### config.mk
export PLATFORM = sky130hd
export DESIGN_NAME = step_enable_gen
export DESIGN_NICKNAME = d
export VERILOG_FILES = /design/src/rtl/step_enable_gen.sv
export SDC_FILE = /design/constraint.sdc
export NUM_CORES = 1
export LEC_CHECK = 0
export ABC_AREA = 1
export ABC_CLOCK_PERIOD_IN_PS = 1350
export CORE_MARGIN = 2
export CORE_UTILIZATION = 54
export DETAILED_ROUTE_END_ITERATION = 16
export GPL_TIMING_DRIVEN = 1
export HOLD_SLACK_MARGIN = 0.12
export PLACE_DENSITY = 0.84
export SETUP_SLACK_MARGIN = 0.1
export SYNTH_ARGS = -nofsm -noshare
export SYNTH_HDL_FRONTEND = slang
export SYNTH_SLANG_ARGS = --single-unit
### constraint.sdc
create_clock -name clk -period 1.35 [get_ports clk]
set_input_delay 0.2025 -clock clk [delete_from_list [all_inputs] [get_ports clk]]
set_output_delay 0.2025 -clock clk [all_outputs]
set_load 0.02 [all_outputs]
### src/rtl/step_enable_gen.sv
`timescale 1ns/1ps
`default_nettype none
// ============================================================================
// Module   : step_enable_gen
// Function : Debounced push-button to single-step / free-run enable pulses.
// Revision : 1.0
// ============================================================================
module step_enable_gen #(
    parameter int DEB_CYCLES = 4,
    parameter int PRESCALE   = 10
) (
    input  logic clk,
    input  logic asyn_reset,
    input  logic btn_in,
    input  logic mode,
    output logic ena,
    output logic run,
    output logic btn_db
);

    localparam int              PW         = $clog2(PRESCALE);
    localparam logic [7:0]      c_DEB_LAST = 8'(DEB_CYCLES - 1);
    localparam logic [PW-1:0]   c_PRE_LAST = PW'(PRESCALE - 1);

    typedef enum logic [0:0] {
        ST_IDLE = 1'b0,
        ST_RUN  = 1'b1
    } state_t;

    logic          r_sync1;
    logic          r_sync2;
    logic          r_btn_db;
    logic [7:0]    r_deb_cnt;
    logic          r_press;
    state_t        r_state;
    logic [PW-1:0] r_presc;
    logic          r_ena;
    logic          r_run;

    logic          w_differ;
    logic          w_deb_done;
    state_t        w_state_next;
    logic [PW-1:0] w_presc_next;
    logic          w_ena_next;

    assign w_differ   = r_sync2 ^ r_btn_db;
    assign w_deb_done = w_differ && (r_deb_cnt == c_DEB_LAST);

    // Synchronizer, debounce counter and press detector.
    always_ff @(posedge clk or posedge asyn_reset) begin
        if (asyn_reset) begin
            r_sync1   <= 1'b0;
            r_sync2   <= 1'b0;
            r_btn_db  <= 1'b0;
            r_deb_cnt <= 8'd0;
            r_press   <= 1'b0;
        end else begin
            r_sync1 <= btn_in;
            r_sync2 <= r_sync1;
            if (w_deb_done) begin
                r_btn_db  <= ~r_btn_db;
                r_deb_cnt <= 8'd0;
            end else if (w_differ) begin
                r_deb_cnt <= r_deb_cnt + 8'd1;
            end else begin
                r_deb_cnt <= 8'd0;
            end
            r_press <= w_deb_done & ~r_btn_db;
        end
    end

    // A press or a mode drop while running wins over a coincident wrap.
    always_comb begin
        w_state_next = r_state;
        w_presc_next = r_presc;
        w_ena_next   = 1'b0;
        case (r_state)
            ST_IDLE: begin
                w_presc_next = '0;
                if (r_press) begin
                    if (mode) begin
                        w_state_next = ST_RUN;
                    end else begin
                        w_ena_next = 1'b1;
                    end
                end
            end
            ST_RUN: begin
                if (r_press || !mode) begin
                    w_state_next = ST_IDLE;
                    w_presc_next = '0;
                end else if (r_presc == c_PRE_LAST) begin
                    w_presc_next = '0;
                    w_ena_next   = 1'b1;
                end else begin
                    w_presc_next = r_presc + 1'b1;
                end
            end
            default: begin
                w_state_next = ST_IDLE;
                w_presc_next = '0;
            end
        endcase
    end

    always_ff @(posedge clk or posedge asyn_reset) begin
        if (asyn_reset) begin
            r_state <= ST_IDLE;
            r_presc <= '0;
            r_ena   <= 1'b0;
            r_run   <= 1'b0;
        end else begin
            r_state <= w_state_next;
            r_presc <= w_presc_next;
            r_ena   <= w_ena_next;
            r_run   <= (w_state_next == ST_RUN);
        end
    end

    assign ena    = r_ena;
    assign run    = r_run;
    assign btn_db = r_btn_db;

endmodule
`default_nettype wire

# == Word level (Yosys, flattened, before mapping) ==
# Cells that the tools add are included.
# W data, S select, Z words.
# word_totals
elab_cells,33
in_bits,4
reg_bits,18
# op_classes
bitwise_logic,4
reduce_logical,3
muxes,14
n_eq_ne,2
n_addsub,2
# ops
op,count
$mux W8,2
$add A8 B1 Y8 const B,1
$eq A8 B2 Y1 const B,1
$mux W4,2
$pmux W4 S2,1
$mux W1,7
$add A4 B1 Y4 const B,1
$eq A4 B4 Y1 const B,1
$pmux W1 S2,2
$not A1 Y1,2
$and A1 B1 Y1,1
$logic_and A1 B1 Y1,1
$logic_not A1 Y1,1
$logic_or A1 B1 Y1,1
$xor A1 B1 Y1,1

# == Logic depth before layout (Yosys ltp) ==
# Gate-level depths: netlist of the first run.
# depth
depth_word,4
depth_mapped,7
ltp_nobuf,7

# == Least setup slack after synthesis of the first run ==
# No wires, ideal clock.
# synth_path
path_kind,register to register
startpoint,register r_deb_cnt[0]
endpoint,register r_deb_cnt[6]
setup_ps,117
path_slack_ps,297
stages_incl_launch_ff,7
n_path_buf,0
t_arrival_ps,936
required_ps,1233
path_cell_list,dfrtp_1 -> ha_1 -> nand2_2 -> nor2_2 -> nand3_1 -> nand2_1 -> nor2_2
# synth_via
elab_chain_cells,3
word_cells_on_any_way,5
classes_between,add/sub: 1; eq/ne: 1; mux: 2; reduce/logical: 1
# synth_lines
item,line_no,source
from (decl),33,logic [7:0] r_deb_cnt;
from (signal assigned),64,r_deb_cnt <= r_deb_cnt + 8'd1;
$add A8 B1 Y8 / $eq A8 B2 Y1 (equally long branches),"64, 47",
$mux W8 / $logic_and A1 B1 Y1 (equally long branches),"63, 47",
$mux W8 *,60,if (w_deb_done) begin
# Every way passes the cells marked *; elsewhere a longest branch is shown, timed or not.
# A chain may end at the register's enable or synchronous reset.

# == Final worst setup path of the first run ==
# Ends and elaborated chain as after synthesis.

==> results of run 1 <==
==> per-layer routing <==
metal,vias to the layer above,part of all wire (%),global-route usage (%)
met1,319,44,20.8
met4,0,1.6,9.09
met5,-,0,0
li1,328,-,-
met3,3,2.3,2.50
met2,8,52,29.7
==> sequential cells by signal, summed over array words and instances (netlist names) <==
register,cells
r_sync2,1
r_deb_cnt,8
btn_db,1
run,1
r_press,1
ena,1
r_presc,4
r_sync1,1
==> area by class of cell <==
class                      count  area [µm²]  share of cell area (%)
tap                           16        20.0                    2.05
timing repair buffer           8        63.8                    6.54
sequential                    18         450                    46.2
multi-input combinational     65         345                    35.4
inverter                      16        60.1                    6.15
clock buffer                   4        36.3                    3.72
==> tightest hold or removal path: stages <==
cell	delay, ns
clkdlybuf4s50_1	0.39
inv_1	0.05
buf_4	0.24
==> kinds of logic after synthesis <==
kind of cell	count (synthesis)	share of synthesized area [%]
compound gates	4	2.65
xor+xnor	3	3.10
fa+ha+maj	3	4.43
buf+inv	16	7.08
flops	18	53.1
simple gates	55	29.6
==> per-stage QoR <==
| step | cell area (µm²) | hold slack, ns | util (%) | cells | setup slack, ns |
|---|---|---|---|---|---|
| 2_1_floorplan | 848 | 0.141 | - | 99 | 0.297 |
| 3_3_place_gp | 936 | 0.341 | 62.9 | 122 | 0.153 |
| 3_5_place_dp | 936 | 0.348 | 62.9 | 122 | 0.114 |
| 4_1_cts | 970 | 0.207 | 65.1 | 126 | 0.0738 |
| 5_1_grt | 976 | 0.232 | 65.5 | 127 | 0.0762 |
| 6_report | 976 | 0.196 | 65.5 | 127 | 0.140 |
==> final timing paths <==
check	from	to	slack, ns	cells past startpoint
setup / recovery	r_deb_cnt[0]	r_deb_cnt[6]	0.14	7
hold / removal	asyn_reset	btn_db	0.20	3
setup reg to reg	r_deb_cnt[0]	r_deb_cnt[6]	0.14	7
hold reg to reg	r_sync1	r_sync2	0.37	0
max in group asynchronous	asyn_reset	r_deb_cnt[5]	0.97	3
min in group clk	btn_in	r_sync1	0.33	1
==> cell usage in the layout (no fill, tap or decap), types with 3 or more instances in the layout <==
cell             instances
clkbuf_4                 3
clkdlybuf4s50_1          3
dfrtp_1                 18
inv_1                   14
nand2_1                 21
nand2_2                  3
nand3_1                  9
nor2_1                  13
nor2_2                   3
==> where the power goes <==
part	leakage, nW	total (mW)	internal, mW	switching, mW
Clock	0.0210	0.337	0.165	0.172
Combinational	0.217	0.295	0.112	0.183
Sequential	0.243	0.657	0.597	0.0598
Total	0.481	1.29	0.873	0.416
==> timing repair <==
item | 4_1_cts | 5_1_grt
setup buffers | 0 | 1
endpoints found under the setup margin | 3 | 4
hold buffers | 0 | 0
endpoints found under the hold margin | 0 | 0
gates resized for setup | 4 | 5
==> run metrics, run 1 <==
WS Path Type=reg2reg; Critical path buffers and inverters=0; Final ANT Viol Nets=0; number of fill cells=122; TritonRoute pass-1 iters=4; Syn-to-layout area delta=15.0%; Avg Inst Size Synth=8.57 µm²; initial antenna violation count=0; final net count=about 120; global router's overall resource usage=roughly 17%; number of synthesized register bits=18; # H-tree levels=1; clock buffer depth=2; Synth top area share=a little over half; vias in the first global route=around 590; # clock sinks=18; Die Area=between 1500 and 2000 µm²; Initial Util=57.0%; final setup vio count=0; TritonCTS Buffers=3; wire per inst=~12 µm; cell row count=14; count leader, synth=nand2_1; Final min period=about 1.2 ns; largest net degree at the start of global routing=19; final period utilization=~90%; DP HPWL=around 1100 µm; via count=658; Residual DRC=0; Mapped Cells=99; worst min-delay path class=in2async; drt initial violations=9; critical path cell sequence=ha_2 -> nand2_2 -> nor2_2 -> nand2_1 -> nand2_1 -> nand2_1 -> nor2_2; Setup TNS=0 ns; IO buf count=6; number of flops mapped to enable cells by yosys=0; Slew @ Worst Pin=0.226 ns; Yosys Warn Count=0; CP max FO=4; Worst EP arrival=between 1 and 1.5 ns; Primary FF master, synth=dfrtp_1; Post-Syn Area=848 µm²; Clock Latency Late Sink=roughly 0.3 ns; Top cell by count, worst path=nand2_1; Clock transition at path regs=approximately 0.10 ns; Antenna diodes=0; first-pass GRT wire length=between 2000 and 2500 µm; Crit-path slowest cell=dfrtp_1; die height=approximately 44 µm; total power=~1.3 mW; Max Slew Vio Count=0; slew margin rel.=84.9%; count of cell types in the netlist=18; crit start category=flip-flop; Syn Nets=106; CTS tree=built; Routability Congestion=approximately 0.8; RSZ-0062 raised after global routing=no; outcome=finished clean; core area=1490 µm²; Avg Vias per Cell=around 5.2; P_leak=0.481 nW; Die W=around 44 µm; fmax=between 800 and 900 MHz; Synth top cells by count=nand2_1 (21), dfrtp_1 (18), inv_1 (14); skew final=approximately 0.0013 ns; Peak VDD IR=around 0.93 mV; final hold vios=0; Pwr Density=1320 nW/µm²; post-synth top area cell=dfrtp_1; fraction of the yosys area taken by sequential cells=53.1%; top cells by area, synth=dfrtp_1 (53%), nand2_1 (9.3%), inv_1 (6.2%); Worst Setup End Kind=flip-flop; Top Ports=7; CP peak stage delay=around 0.42 ns; total gr overflow=0; layout cells sized above 1=between 10% and 20%; Critical Path RT=approximately 1.6 ns; CP top delay family=simple AND/OR/NAND/NOR gates; max-cap violations=0; Detailed Route WL=approximately 1500 µm; clk root buf=clkbuf_4; asr flop ratio synth=100%
Note: power is estimated with default switching activity, not from simulation.
==> run 2: changes to the inputs <==
--- a/config.mk
+++ b/config.mk
@@ -7,8 +7,10 @@
 export LEC_CHECK = 0
 export ABC_AREA = 1
 export ABC_CLOCK_PERIOD_IN_PS = 1350
+export CELL_PAD_IN_SITES_DETAIL_PLACEMENT = 0
+export CELL_PAD_IN_SITES_GLOBAL_PLACEMENT = 2
 export CORE_MARGIN = 2
-export CORE_UTILIZATION = 54
+export CORE_UTILIZATION = 33
 export DETAILED_ROUTE_END_ITERATION = 16
 export GPL_TIMING_DRIVEN = 1
 export HOLD_SLACK_MARGIN = 0.12
==> run metrics, run 2 (synthesis gave the netlist of run 1 again) <==
crit start category=flip-flop; RSZ-0062 raised after global routing=no; commonest non-fill, non-tap cell in the layout=nand2_1; largest net degree at the start of global routing=11; Reg power frac=50.0%; Die Area=between 2000 and 3000 µm²; crit path from=ena; worst min-delay path class=in2async; fmax=853 MHz; combinational fraction of design power=about 26%; Peak VDD IR=0.798 mV; DP HPWL=about 1100 µm; Residual DRC=0; internal power=~0.91 mW; Die W=between 50 and 60 µm; Worst EP arrival=~0.97 ns; # clock sinks=18; # H-tree levels=1; clock buffer depth=2; slew margin rel.=between 80 and 90%; P_leak=between 0.4 and 0.5 nW; final setup vio count=0; Initial Util=34.6%; CP top delay family=flip-flops; dpl cells=137; Reg2Reg Launch Point=r_deb_cnt[0]; CP peak stage delay=~0.37 ns; critical path cell sequence=dlygate4sd2_1; WS Path Type=reg2out; die height=approximately 55 µm; Setup TNS=0 ns; Top reg by flops=r_deb_cnt; Critical path buffers and inverters=1; top flop regs=r_deb_cnt: 8 flops, r_presc: 4 flops; vias in the first global route=around 640; outcome=finished clean; cell row count=18; layout cells sized above 1=between 10% and 20%; max reg flops=8; Final min period=~1.2 ns; Final ANT Viol Nets=0; number of fill cells=244; Top Ports=7; IO buf count=6; core area=2450 µm²; CP max FO=1; global router's overall resource usage=about 12%; WHS=approximately 0.14 ns; first-pass GRT wire length=about 2600 µm; total gr overflow=0; Avg Vias per Cell=4.39; Clk pwr share=between 20% and 30%; TritonRoute pass-1 iters=5; Crit-path slowest cell=dfrtp_1; Antenna diodes=0; sw frac=30.6%; Slew @ Worst Pin=roughly 0.27 ns; Critical Path RT=between 1 and 1.5 ns; Clock Latency Late Sink=roughly 0.28 ns; skew final=between 0.0015 and 0.002 ns; via count=around 630; Worst Setup End Kind=output pin; P_sw=approximately 0.4 mW; Clock transition at path regs=about 0.09 ns; final net count=roughly 120; Pwr Density=around 1300 nW/µm²; post-cts hold buffer count=0; Syn-to-layout area delta=19.8%; most frequent cells in the layout=nand2_1 (21), dfrtp_1 (18), inv_1 (14); final period utilization=between 80% and 90%; drt initial violations=7; Routability Congestion=approximately 0.66; total power=~1.3 mW; max-cap violations=0; Max Slew Vio Count=0; initial antenna violation count=0; clk root buf=clkbuf_4; final hold vios=0; TritonCTS Buffers=3; Finished Layout Cells=between 100 and 150; Detailed Route WL=1460 µm; CTS tree=built; wire per inst=just over 10 µm
run 2: changes by cell type in the layout (fill, tap and decap cells not counted), sizes merged:
| cell | before | now |
|---|---|---|
| buf | 2 | 5 |
run 2: area by class of cell:
class / instances / area, µm² / share of cell area [%]
clock buffers: 4 / 36.3 / 3.57
well taps: 30 / 37.5 / 3.69
repair buffers: 11 / 86.3 / 8.50
inverters: 16 / 60.1 / 5.91
flip-flops and latches: 18 / 450 / 44.3
multi-input cells: 65 / 345 / 34.0
run 2: what timing repair did:
item / 4_1_cts / 5_1_grt
cloned: 0 / 0
gates resized for setup: 4 / 5
setup endpoints to repair: 3 / 7
pin swaps: 0 / 1
buffers inserted: 0 / 3
run 2: power groups by stage:
stage	combinational [mW]	clock, mW	sequential [mW]
CTS	0.272	0.343	0.653
finish	0.334	0.320	0.654
floorplan	0.173	0	0.675
global placement	0.282	0	0.662
detailed placement	0.282	0	0.664
global route	0.388	0.360	0.665
run 2: worst paths after layout:
check,to,depth (start not counted),slack [ns]
worst max-delay path,ena,1,0.18
worst min-delay path,run,2,0.14
worst max register to register,r_deb_cnt[6],6,0.18
worst min register to register,r_sync2,0,0.36
max in group asynchronous,r_deb_cnt[1],3,0.84
min in group clk,r_sync1,1,0.35
run 2: layer usage:
layer / track usage [%] / share of wire (%) / vias to the layer above
li1: - / - / 332
met1: 15.5 / 46 / 294
met2: 20.0 / 51 / 4
met3: 1.64 / 2.3 / 2
met4: 7.50 / 0.69 / 0
met5: 0 / 0 / -
run 2: stage by stage:
step	util, %	worst slack (ns)	area [µm²]
floorplan	-	0.297	848
global placement	39.1	0.153	961
detailed placement	39.1	0.125	961
CTS	40.5	0.0923	995
global route	41.4	0.0885	1020
finish	41.4	0.178	1020
